--- config.mk ---
export PLATFORM = sky130hd
export DESIGN_NAME = message_slicer_flat
export DESIGN_NICKNAME = d
export VERILOG_FILES = /design/src/rtl/message_slicer_if.sv /design/src/rtl/message_slicer.sv /design/src/flat_wrapper.sv
export SDC_FILE = /design/constraint.sdc
export NUM_CORES = 1
export LEC_CHECK = 0
export ABC_AREA = 0
export CAP_MARGIN = 20
export CORE_UTILIZATION = 64
export DETAILED_ROUTE_END_ITERATION = 12
export PLACE_DENSITY_LB_ADDON = 0.08
export RECOVER_POWER = 50
export SYNTH_ARGS = -nofsm -noshare
export SYNTH_HDL_FRONTEND = slang
export SYNTH_SLANG_ARGS = --single-unit
--- constraint.sdc ---
create_clock -name clk -period 9 [get_ports clk]
set_input_delay 0.9 -clock clk [delete_from_list [all_inputs] [get_ports clk]]
set_output_delay 0.9 -clock clk [all_outputs]
set_load 0.05 [all_outputs]
--- src/rtl/message_slicer_if.sv ---
// Message bus between a wide-message producer and the slicer.
//   in_data  : one whole message; the top WDTH bits are slice 0 (the header)
//   in_nd    : in_data is valid this cycle; each high cycle is a separate message
//   out_data : current output slice
//   out_nd   : out_data is valid this cycle
//   error    : sticky overflow flag
// The master modport drives messages in. The slave modport is the slicer side.
interface message_slicer_if #(
  parameter int unsigned N_SLICES = 2,
  parameter int unsigned WDTH     = 32
);
  logic [WDTH*N_SLICES-1:0] in_data;
  logic                     in_nd;
  logic [WDTH-1:0]          out_data;
  logic                     out_nd;
  logic                     error;

  modport master (
    output in_data,
    output in_nd,
    input  out_data,
    input  out_nd,
    input  error
  );

  modport slave (
    input  in_data,
    input  in_nd,
    output out_data,
    output out_nd,
    output error
  );
endinterface

--- src/rtl/message_slicer.sv ---
// Serialises wide messages into a stream of WDTH-bit words, most-significant slice first.
// Messages are queued in a FIFO that holds BUFFER_LENGTH whole messages. The head entry
// is emitted one slice per clock. Back-to-back entries stream with no idle cycle between them.
//   clk    : rising-edge clock
//   rst_n  : asynchronous active-low reset; clears the FIFO, the outputs and error
//   msg_io : slave side of message_slicer_if (in_data/in_nd in, out_data/out_nd/error out)
module message_slicer #(
  parameter int unsigned N_SLICES          = 2,
  parameter int unsigned WDTH              = 32,
  parameter int unsigned BUFFER_LENGTH     = 8,
  parameter int unsigned LOG_BUFFER_LENGTH = 3
) (
  input  logic              clk,
  input  logic              rst_n,
  message_slicer_if.slave   msg_io
);

  localparam int unsigned MsgW   = WDTH * N_SLICES;
  localparam int unsigned SliceW = (N_SLICES > 1) ? $clog2(N_SLICES) : 1;
  localparam int unsigned PtrW   = LOG_BUFFER_LENGTH;
  localparam int unsigned CntW   = LOG_BUFFER_LENGTH + 1;

  localparam logic [SliceW-1:0] LastSlice = SliceW'(N_SLICES - 1);
  localparam logic [CntW-1:0]   FullCnt   = CntW'(BUFFER_LENGTH);

  logic [MsgW-1:0]   mem_q [BUFFER_LENGTH];
  logic [PtrW-1:0]   wr_ptr_q, wr_ptr_d;
  logic [PtrW-1:0]   rd_ptr_q, rd_ptr_d;
  logic [CntW-1:0]   cnt_q, cnt_d;
  logic [SliceW-1:0] slice_q, slice_d;
  logic [WDTH-1:0]   out_data_q, out_data_d;
  logic              out_nd_q, out_nd_d;
  logic              error_q, error_d;

  logic              empty, full, emit, pop, push, overflow;
  logic [WDTH-1:0]   head_slices [N_SLICES];

  assign empty    = (cnt_q == '0);
  assign full     = (cnt_q == FullCnt);
  assign emit     = !empty;
  assign pop      = emit && (slice_q == LastSlice);
  // A pop in the same cycle frees a slot, so a full FIFO can still accept a write.
  assign push     = msg_io.in_nd && (!full || pop);
  assign overflow = msg_io.in_nd && full && !pop;

  // Split the head entry so slice k is the k-th word counted from the MS end.
  always_comb begin
    for (int k = 0; k < N_SLICES; k++) begin
      head_slices[k] = mem_q[rd_ptr_q][WDTH*(N_SLICES-k)-1 -: WDTH];
    end
  end

  always_comb begin
    wr_ptr_d   = wr_ptr_q;
    rd_ptr_d   = rd_ptr_q;
    cnt_d      = cnt_q;
    slice_d    = slice_q;
    out_data_d = out_data_q;
    out_nd_d   = 1'b0;
    error_d    = error_q | overflow;

    if (emit) begin
      out_data_d = head_slices[slice_q];
      out_nd_d   = 1'b1;
      if (pop) begin
        slice_d  = '0;
        rd_ptr_d = rd_ptr_q + PtrW'(1);
      end else begin
        slice_d  = slice_q + SliceW'(1);
      end
    end

    if (push) begin
      wr_ptr_d = wr_ptr_q + PtrW'(1);
    end

    if (push && !pop) begin
      cnt_d = cnt_q + CntW'(1);
    end else if (pop && !push) begin
      cnt_d = cnt_q - CntW'(1);
    end
  end

  always_ff @(posedge clk or negedge rst_n) begin
    if (!rst_n) begin
      wr_ptr_q   <= '0;
      rd_ptr_q   <= '0;
      cnt_q      <= '0;
      slice_q    <= '0;
      out_data_q <= '0;
      out_nd_q   <= 1'b0;
      error_q    <= 1'b0;
    end else begin
      wr_ptr_q   <= wr_ptr_d;
      rd_ptr_q   <= rd_ptr_d;
      cnt_q      <= cnt_d;
      slice_q    <= slice_d;
      out_data_q <= out_data_d;
      out_nd_q   <= out_nd_d;
      error_q    <= error_d;
    end
  end

  // Storage needs no reset because the pointers and the count define which entries are valid.
  always_ff @(posedge clk) begin
    if (push) begin
      mem_q[wr_ptr_q] <= msg_io.in_data;
    end
  end

  assign msg_io.out_data = out_data_q;
  assign msg_io.out_nd   = out_nd_q;
  assign msg_io.error    = error_q;

endmodule

--- src/flat_wrapper.sv ---
// flat-port wrapper written by rule: the top's interface ports become plain ports
module message_slicer_flat 
#(
  parameter int unsigned N_SLICES          = 2,
  parameter int unsigned WDTH              = 32,
  parameter int unsigned BUFFER_LENGTH     = 8,
  parameter int unsigned LOG_BUFFER_LENGTH = 3
)
  (clk, rst_n, msg_io_in_data, msg_io_in_nd, msg_io_out_data, msg_io_out_nd, msg_io_error);
  message_slicer_if #(.N_SLICES(N_SLICES), .WDTH(WDTH)) msg_io_i ();
  input  logic clk;
  input  logic rst_n;
  input wire logic [$bits(msg_io_i.in_data)-1:0] msg_io_in_data;
  input wire logic [$bits(msg_io_i.in_nd)-1:0] msg_io_in_nd;
  output wire logic [$bits(msg_io_i.out_data)-1:0] msg_io_out_data;
  output wire logic [$bits(msg_io_i.out_nd)-1:0] msg_io_out_nd;
  output wire logic [$bits(msg_io_i.error)-1:0] msg_io_error;
  assign msg_io_i.in_data = msg_io_in_data;
  assign msg_io_i.in_nd = msg_io_in_nd;
  assign msg_io_out_data = msg_io_i.out_data;
  assign msg_io_out_nd = msg_io_i.out_nd;
  assign msg_io_error = msg_io_i.error;
  message_slicer #(.N_SLICES(N_SLICES), .WDTH(WDTH), .BUFFER_LENGTH(BUFFER_LENGTH), .LOG_BUFFER_LENGTH(LOG_BUFFER_LENGTH)) u_core (.clk(clk), .rst_n(rst_n), .msg_io(msg_io_i));
endmodule
# == Word-level counts from Yosys, hierarchy flattened ==
# Memory sizes are Yosys's and may differ from the RTL's.
# Cells that the tools add are included.
# word_totals
reg_bits,45
mem_bits_rw,512
input_bits,67
memories,1
# op_classes
addsub,5
magnitude_cmp,1
n_eq_ne,1
muxes,9
bitwise,3
n_reduce_logical,14
# mem_list
memory,depth,width,rd,rd_ports_with_merged_regs,wr,line,text
u_core.mem_q,8,64,1,0,1,message_slicer.sv:26,logic [MsgW-1:0] mem_q [BUFFER_LENGTH];
# ops
cell,count
$mux W32,3
$mux W4,2
$add A3 B1 Y3 const B,2
$logic_and A1 B1 Y1,6
$add A4 B1 Y4 const B,1
$eq A4 B4 Y1 const B,1
$logic_not A1 Y1,4
$logic_not A4 Y1,1
$mux W1,4
$sub A4 B1 Y4 const B,1
$ge A2 B2 Y1 const B,1
$not A1 Y2,1
$reduce_and A2 Y1,1
$reduce_bool A2 Y1,1
$add A1 B1 Y1 const B,1
$logic_or A1 B1 Y1,1
$not A1 Y1,1
$or A1 B1 Y1,1

# == Longest topological paths before layout ==
# Gate-level depths: netlist (run 1).
# logic_depth
depth_word,9
depth_mapped,12
mapped_depth_nobuf,10

# == Worst setup path before layout (run 1) ==
# No wires, ideal clock.
# synth_path
kind,input to register
from,input port msg_io_in_nd
to,memory u_core.mem_q[0][0] in the netlist's numbering (enable)
setup_ns,0.565
arrival_time_ns,5.592
setup_slack_ns,2.843
stages,3
cell_sequence,o21a_1 -> nand2b_1 -> nor3_1
# synth_between
elab_chain_len,3
# synth_lines
element,line,text
"start, declared",flat_wrapper.sv:14,input wire logic [$bits(msg_io_i.in_nd)-1:0] msg_io_in_nd;
$logic_and A1 B1 Y1,message_slicer.sv:43,assign push = msg_io.in_nd && (!full || pop);
$mux W1,message_slicer.sv:106,if (push) begin
$mux W1 (implied by the code),message_slicer.sv:107,mem_q[wr_ptr_q] <= msg_io.in_data;
"end, declared",message_slicer.sv:26,
# Every way passes these cells.

# == Final worst setup path (run 1) ==
# layout_path
from,register u_core.cnt_q[0]
to,register u_core.cnt_q[3]
# layout_between
elab_chain_len,8
# layout_lines
element,line,text
"start, declared",message_slicer.sv:29,"logic [CntW-1:0] cnt_q, cnt_d;"
"start signal, assigned",message_slicer.sv:96,cnt_q <= cnt_d;
$logic_not A4 Y1 *,message_slicer.sv:38,assign empty = (cnt_q == '0);
$logic_not A1 Y1 *,message_slicer.sv:40,assign emit = !empty;
net u_core.emit,message_slicer.sv:35,"logic empty, full, emit, pop, push, overflow;"
$logic_and A1 B1 Y1 *,message_slicer.sv:41,assign pop = emit && (slice_q == LastSlice);
$logic_or A1 B1 Y1,message_slicer.sv:43,
$logic_and A1 B1 Y1,message_slicer.sv:43,
$logic_not A1 Y1,message_slicer.sv:79,end else if (pop && !push) begin
$logic_and A1 B1 Y1,message_slicer.sv:79,
$reduce_bool A2 Y1 (no source line),--,
# Mark *: on every way through the listed nets, which the timed path passes. The rest lies on a longest branch. The select of a mux whose other input is x is not followed.
# A chain may end at the register's enable or synchronous reset.

==> results of run 1 <==
==> per-layer routing <==
layer  GRT usage (%)  up-vias
li1                -     4218
met1            36.4     5258
met2            40.7      373
met3            3.70       60
met4            6.23        0
met5               0        -
==> registers in the layout, summed over array words and instances (netlist names) <==
name,count
u_core.slice_q,1
u_core.mem_q,512
u_core.cnt_q,4
u_core.msg_io.out_data,32
u_core.rd_ptr_q,3
u_core.msg_io.out_nd,1
u_core.wr_ptr_q,3
u_core.msg_io.error,1
==> per-stage QoR <==
step | instance area (µm²) | power [W]
finish | 24400 | 0.00818
global placement | 22600 | 0.00604
floorplan | 21100 | 0.00539
global route | 24400 | 0.00852
detailed placement | 22600 | 0.00611
CTS | 24300 | 0.00823
==> worst paths after layout <==
kind                            depth (start not counted)                         to  slack (ns)                 from
worst max-delay path                                   11            u_core.cnt_q[3]        3.95      u_core.cnt_q[0]
worst min-delay path                                    1        u_core.msg_io.error        0.46  u_core.msg_io.error
worst max register to register                         11            u_core.cnt_q[3]        3.95      u_core.cnt_q[0]
worst min register to register                          1        u_core.msg_io.error        0.46  u_core.msg_io.error
max in group asynchronous                               2         u_core.rd_ptr_q[2]        5.07                rst_n
min in group asynchronous                               2  u_core.msg_io.out_data[0]        1.56                rst_n
==> worst max-delay path, cell delays in order, from the launching register on <==
cell                       delay, ns
sky130_fd_sc_hd__dfrtp_1        0.46
sky130_fd_sc_hd__nor4_1         0.40
sky130_fd_sc_hd__clkbuf_1       1.66
sky130_fd_sc_hd__inv_1          0.61
sky130_fd_sc_hd__nand2_1        0.36
sky130_fd_sc_hd__ha_1           0.25
sky130_fd_sc_hd__inv_1          0.10
sky130_fd_sc_hd__ha_1           0.28
sky130_fd_sc_hd__a21o_1         0.18
sky130_fd_sc_hd__a21oi_1        0.20
sky130_fd_sc_hd__mux2i_1        0.28
sky130_fd_sc_hd__xnor2_1        0.16
==> power groups by stage <==
stage	logic [W]	clock network [W]	registers (W)
2_1_floorplan	0.00162	0	0.00377
3_3_place_gp	0.00238	0	0.00366
3_5_place_dp	0.00243	0	0.00368
4_1_cts	0.00244	0.00215	0.00363
5_1_grt	0.00261	0.00225	0.00367
6_report	0.00244	0.00212	0.00362
==> layout make-up <==
class | instances | area, µm²
inverters | 2 | 7.51
flip-flops and latches | 557 | 16500
clock inverters | 25 | 171
clock buffers | 75 | 1520
fillers | 1790 | 8090
repair buffers | 124 | 1200
multi-input cells | 329 | 4390
well taps | 442 | 553
==> Yosys cell counts, types with 3 or more instances <==
library cell	count	area share [%]
sky130_fd_sc_hd__edfxtp_1	512	73
sky130_fd_sc_hd__mux4_2	115	12
sky130_fd_sc_hd__dfrtp_1	45	5.3
sky130_fd_sc_hd__mux2_2	34	1.8
sky130_fd_sc_hd__buf_2	33	0.78
sky130_fd_sc_hd__a22oi_1	29	1.0
sky130_fd_sc_hd__mux2i_1	28	1.3
sky130_fd_sc_hd__nand2_1	26	0.46
sky130_fd_sc_hd__a221o_1	14	0.66
sky130_fd_sc_hd__a22o_1	14	0.58
sky130_fd_sc_hd__o211ai_1	13	0.46
sky130_fd_sc_hd__nor2_1	10	0.18
sky130_fd_sc_hd__clkbuf_1	7	0.12
sky130_fd_sc_hd__xnor2_1	7	0.29
sky130_fd_sc_hd__buf_4	6	0.21
sky130_fd_sc_hd__nand4_1	6	0.18
sky130_fd_sc_hd__ha_1	5	0.30
sky130_fd_sc_hd__nand2b_1	4	0.12
sky130_fd_sc_hd__nand3_1	3	0.071
sky130_fd_sc_hd__nor2b_1	3	0.089
sky130_fd_sc_hd__nor3_1	3	0.071
==> cells by family after synthesis <==
logic type	share of synthesized area, %
DFF	78.2
muxes	15.5
AOI/OAI and AO/OA	2.95
and+or+nand+nor	1.36
buffers and inverters	1.26
xor gates and xnor gates	0.332
adders and majority gates	0.391
==> run summary, run 1 <==
- **Overflow after GRT** 0
- **Arr. time, crit path** 5.52 ns
- **Die Width** 184 µm
- **first-pass GRT wire length** 61900 µm
- **vias in the first global route** 10500
- **setup TNS after final layout** 0 ns
- **routed length on met1** 16800 µm
- **period utilisation layout** 56.1%
- **Placed Instances** 1452
- **net switching share of the total power** 30.6%
- **power spent charging and discharging nets** 0.00250 W
- **CTS tree** done
- **fraction of power consumed by combinational cells** 29.8%
- **count of maximum capacitance violations** 3
- **global router's overall resource usage** 25.0%
- **floorplan die height** 184 µm
- **Setup violations, final** 0
- **unrepaired setup endpoints after global routing** false
- **# diodes** 0
- **buffers from clock root to sink, at most** 3
- **HPWL after detailed placement** 22400 µm
- **count of cells resized by post-cts repair** 0
- **Placement Setup Slack** 5.06 ns
- **Core Footprint** 0.0325 mm²
- **Vias** 9909
- **sequential group share of total power** 44.3%
- **I/O Pins** 101
- **# H-tree levels** 2
- **number of distinct library cells after synthesis** 37
- **commonest non-fill, non-tap cell in the layout** sky130_fd_sc_hd__edfxtp_1
- **final worst path period need** 5.05 ns
- **total die area** 0.0337 mm²
- **post-synthesis cell area** 0.0211 mm²
- **average vias per placed instance** 6.38
- **routed wire length on met2** 19900 µm
- **final worst-path setup slack** 3.95 ns
- **Max-slew headroom** -123%
- **number of standard cells after synthesis** 936
- **met3 WL post-DR** 2550 µm
- **number of buffers inserted for hold repair after clock tree synthesis** 0
- **wire length after detailed routing** 40000 µm
- **kind of start point of the critical path** flop
- **Pwr Density** 336 mW/mm²
- **Worst-path clk slew** 0.06 ns
- **signed area change from the synthesized netlist to the final layout** 15.5%
- **largest net degree at the start of global routing** 62
- **uppermost layer routed** met4
- **number of antenna violations at the first check in global routing** 0
- **Clock Root Buffer** sky130_fd_sc_hd__clkbuf_16
- **fraction of power consumed by the clock network** 26.0%
- **worst IR drop on VDD** 0.234 mV
- **hold crit path type** flop to flop
- **worst-margin pin slew** 3.35 ns
- **worst-skew pair later-pin latency** 0.56 ns
- **Hold WS** 0.458 ns
- **required time reported for the critical path endpoint** 9.47 ns
- **initial core utilization** 65.0%
- **Final GP Congestion** 0.757
- **run status** finished, violations left
- **share of the yosys chip area belonging to registers** 78.2%
- **number of remaining DRC errors** 0
- **Row Count** 66
- **Final Slew Violations** 140
- **mean area per synthesized cell** 22.5 µm²
- **CTS sink count** 557
- **endpoint class of the critical path** flop
- **Critical Path Fanout Max** 31
- **post-synthesis async set-or-reset flop share** 8.08%
- **DRT iter0 DRCs** 974
- **antenna-violating nets left** 0
- **Worst Setup Path Type** flop to flop
- **number of flops mapped to enable cells by yosys** 512
- **ys flop type** sky130_fd_sc_hd__edfxtp_1
- **failing checks** capacitance limit, slew limit
- **Final Hold Violating Endpoints** 0
- **length of the first detailed-routing pass in iterations** 5
- **Internal Dissipation** 0.00568 W
- **final routed wire length divided by cell count** 25.7 µm
- **final cell count without fillers** 1554
- **Synth Warn #** 0
- **utilization after layout** 75.1%
- **buffer count from post-CTS setup fixing** 0
- **most frequent cells in the layout** sky130_fd_sc_hd__edfxtp_1, sky130_fd_sc_hd__mux4_2, sky130_fd_sc_hd__dlygate4sd3_1
- **ratio of cells with drive above 1 in the final layout** 23.8%
- **register bit count reported by yosys** 557
- **total clock buffers created by CTS** 53
- **Final nets** 1140
- **net count of the mapped netlist** 1009
- **setup skew after layout** 0.0143 ns
- **peak clock frequency supported by timing** 198 MHz
- **leakage** 7.99 nW
- **Port Buffers** 100
(Power assumes the default switching activity.)
==> run 2, diff against run 1 <==
--- a/config.mk
+++ b/config.mk
@@ -7,7 +7,7 @@
 export LEC_CHECK = 0
 export ABC_AREA = 0
 export CAP_MARGIN = 20
-export CORE_UTILIZATION = 64
+export CORE_UTILIZATION = 54
 export DETAILED_ROUTE_END_ITERATION = 12
 export PLACE_DENSITY_LB_ADDON = 0.08
 export RECOVER_POWER = 50
==> constraint.sdc (replaced) <==
create_clock -name clk -period 4.1 [get_ports clk]
set_input_delay 0.41 -clock clk [delete_from_list [all_inputs] [get_ports clk]]
set_output_delay 0.41 -clock clk [all_outputs]
set_load 0.05 [all_outputs]
==> run 2 against run 1 <==
The flow still finishes with violations (capacitance limit, slew limit). Via count decreased by 1.8%. Global-route usage decreased by 3.5 points. Clock-buffer cell count increased by 6. Utilization decreased by 11 points. Critical path type unchanged. Largest cell class unchanged.
==> run summary, run 2 (synthesis results as in run 1) <==
- **antenna-violating nets left** 0, unchanged
- **# diodes** 0, unchanged
- **run status** finished, violations left
- **hold crit path type** flop to flop
- **Row Count** 72, +9.1%
- **Final nets** 1149, +0.79%
- **slowest library cell on the worst path** sky130_fd_sc_hd__clkbuf_2
- **failing checks** capacitance limit, slew limit
- **unrepaired setup endpoints after global routing** false
- **average vias per placed instance** 5.93, -7.0%
- **number of buffers inserted for hold repair after clock tree synthesis** 1, +1
- **final worst path period need** 3.20 ns, -1.85 ns
- **setup TNS after final layout** 0 ns, unchanged
- **total clock buffers created by CTS** 56, +5.7%
- **CTS sink count** 557, unchanged
- **Critical Path Fanout Max** 38, +23%
- **global router's overall resource usage** 21.5%, -3.5 points
- **Setup violations, final** 0, unchanged
- **kind of start point of the critical path** flop
- **CP cell instances** nor4_1 > clkbuf_2 > nor2b_2 > a221o_1
- **Placement Setup Slack** 1.16 ns, -3.90 ns
- **Max-slew headroom** -21.1%, +100 points
- **Final Slew Violations** 77, -45%
- **utilization after layout** 64.1%, -11 points
- **Vias** 9729, -1.8%
- **Overflow after GRT** 0, unchanged
- **DRT iter0 DRCs** 564, -42%
- **required time reported for the critical path endpoint** 4.58 ns, -4.89 ns
- **worst IR drop on VDD** 0.608 mV, +160%
- **Pwr Density** 741 mW/mm², +120%
- **Clock Root Buffer** sky130_fd_sc_hd__clkbuf_16
- **Worst-path clk slew** 0.06 ns, about the same
- **Placed Instances** 1534, +5.6%
- **count of maximum capacitance violations** 2, -1
- **Final GP Congestion** 0.721, -4.8%
- **Arr. time, crit path** 3.67 ns, -1.85 ns
- **wire length after detailed routing** 40700 µm, +1.8%
- **combined buffer and inverter count along the critical path** 1, -2
- **commonest non-fill, non-tap cell in the layout** sky130_fd_sc_hd__edfxtp_1
- **number of flip-flops under the largest register name** 512, unchanged
- **register with the most flip-flops** u_core.mem_q
- **final routed wire length divided by cell count** 24.8 µm, -3.6%
- **final cell count without fillers** 1640, +5.5%
- **vias in the first global route** 10300, -1.6%
- **length of the first detailed-routing pass in iterations** 5, unchanged
- **worst-skew pair later-pin latency** 0.59 ns, +0.03 ns
- **Worst Setup Path Type** flop to flop
- **count of cells resized by post-cts repair** 0, unchanged
- **signed area change from the synthesized netlist to the final layout** 17.1%
- **delay of the slowest cell on the worst path** 1.14 ns, -0.52 ns
- **Core Footprint** 0.0386 mm², +19%
- **endpoint class of the critical path** flop
- **peak clock frequency supported by timing** 313 MHz, +58%
- **Final Hold Violating Endpoints** 0, unchanged
- **I/O Pins** 101, unchanged
- **number of antenna violations at the first check in global routing** 0, unchanged
- **most frequent cells in the layout** sky130_fd_sc_hd__edfxtp_1, sky130_fd_sc_hd__mux4_2, sky130_fd_sc_hd__dlygate4sd3_1
- **CTS tree** done
- **largest net degree at the start of global routing** 115, +85%
- **worst-margin pin slew** 1.82 ns, -1.53 ns
- **# H-tree levels** 2, unchanged
- **buffers from clock root to sink, at most** 3, unchanged
- **initial core utilization** 54.7%, -10 points
- **HPWL after detailed placement** 22000 µm, -1.6%
- **ratio of cells with drive above 1 in the final layout** 25.0%, +1.1 points
- **leakage** 8.11 nW, +1.5%
- **setup skew after layout** 0.0174 ns, +0.00306 ns
- **floorplan die height** 200 µm, +8.8%
- **final worst-path setup slack** 0.901 ns, -3.05 ns
- **number of remaining DRC errors** 0, unchanged
- **buffer count from post-CTS setup fixing** 0, unchanged
- **Port Buffers** 100, unchanged
- **first-pass GRT wire length** 62200 µm, +0.47%
- **total die area** 0.0399 mm², +18%
- **Die Width** 200 µm, +8.8%
- **category of cells accounting for the largest share of critical-path delay** buffers and inverters
- **period utilisation layout** 78.0%, +22 points
-- run 2: changes by cell type in the layout (fill, tap and decap cells not counted), sizes merged, moves of 2 or more --
cell	delta
clkinv	-4
clkdlybuf4s50	+4
bufinv	+2
dlygate4sd3	-3
clkbuf	+7
buf	+4
-- run 2: path summary, 6_finish.rpt --
kind | startpoint | endpoint | slack (ns) | cells after the start
worst max-delay path | u_core.cnt_q[0] | u_core.msg_io.out_data[3] | 0.90 | 4
worst min-delay path | u_core.msg_io.error | u_core.msg_io.error | 0.47 | 1
worst max register to register | u_core.cnt_q[0] | u_core.msg_io.out_data[3] | 0.90 | 4
worst min register to register | u_core.msg_io.error | u_core.msg_io.error | 0.47 | 1
max in group asynchronous | rst_n | u_core.slice_q | 1.13 | 3
min in group asynchronous | rst_n | u_core.msg_io.out_data[4] | 0.51 | 2
-- run 2: stage by stage --
step / hold WS, ns / power, W / cell area (µm²)
after global routing: 0.508 / 0.0192 / 24700
after CTS: 0.273 / 0.0186 / 24700
after global placement: 0.440 / 0.0134 / 22800
after floorplan: 0.114 / 0.0118 / 21100
final: 0.472 / 0.0183 / 24700
after detailed placement: 0.381 / 0.0135 / 22900
-- run 2: worst reg2reg max path, cell delays in order (launching register included) --
cell	delay [ns]
sky130_fd_sc_hd__dfrtp_1	0.45
sky130_fd_sc_hd__nor4_1	0.45
sky130_fd_sc_hd__clkbuf_2	1.14
sky130_fd_sc_hd__nor2b_2	0.56
sky130_fd_sc_hd__a221o_1	0.48
-- run 2: power breakdown --
group          internal [W]  switching [W]
registers           0.00727       0.000714
clock network       0.00301        0.00203
logic               0.00249        0.00280
total                0.0128        0.00554
-- run 2: layer usage --
layer	vias to the layer above	share of wire (%)	global-route usage [%]
li1	4244	-	-
met1	5239	46	31.4
met4	0	1.5	6.11
met2	204	49	34.1
met5	-	0	0
met3	42	4.1	3.26
-- run 2: layout make-up --
cell class | count | area, µm²
Clock inverter | 23 | 214
Tap cell | 518 | 648
Sequential cell | 557 | 16500
Fill cell | 2678 | 13800
Multi-Input combinational cell | 329 | 4400
Timing Repair Buffer | 130 | 1290
Inverter | 2 | 7.51
Clock buffer | 81 | 1640
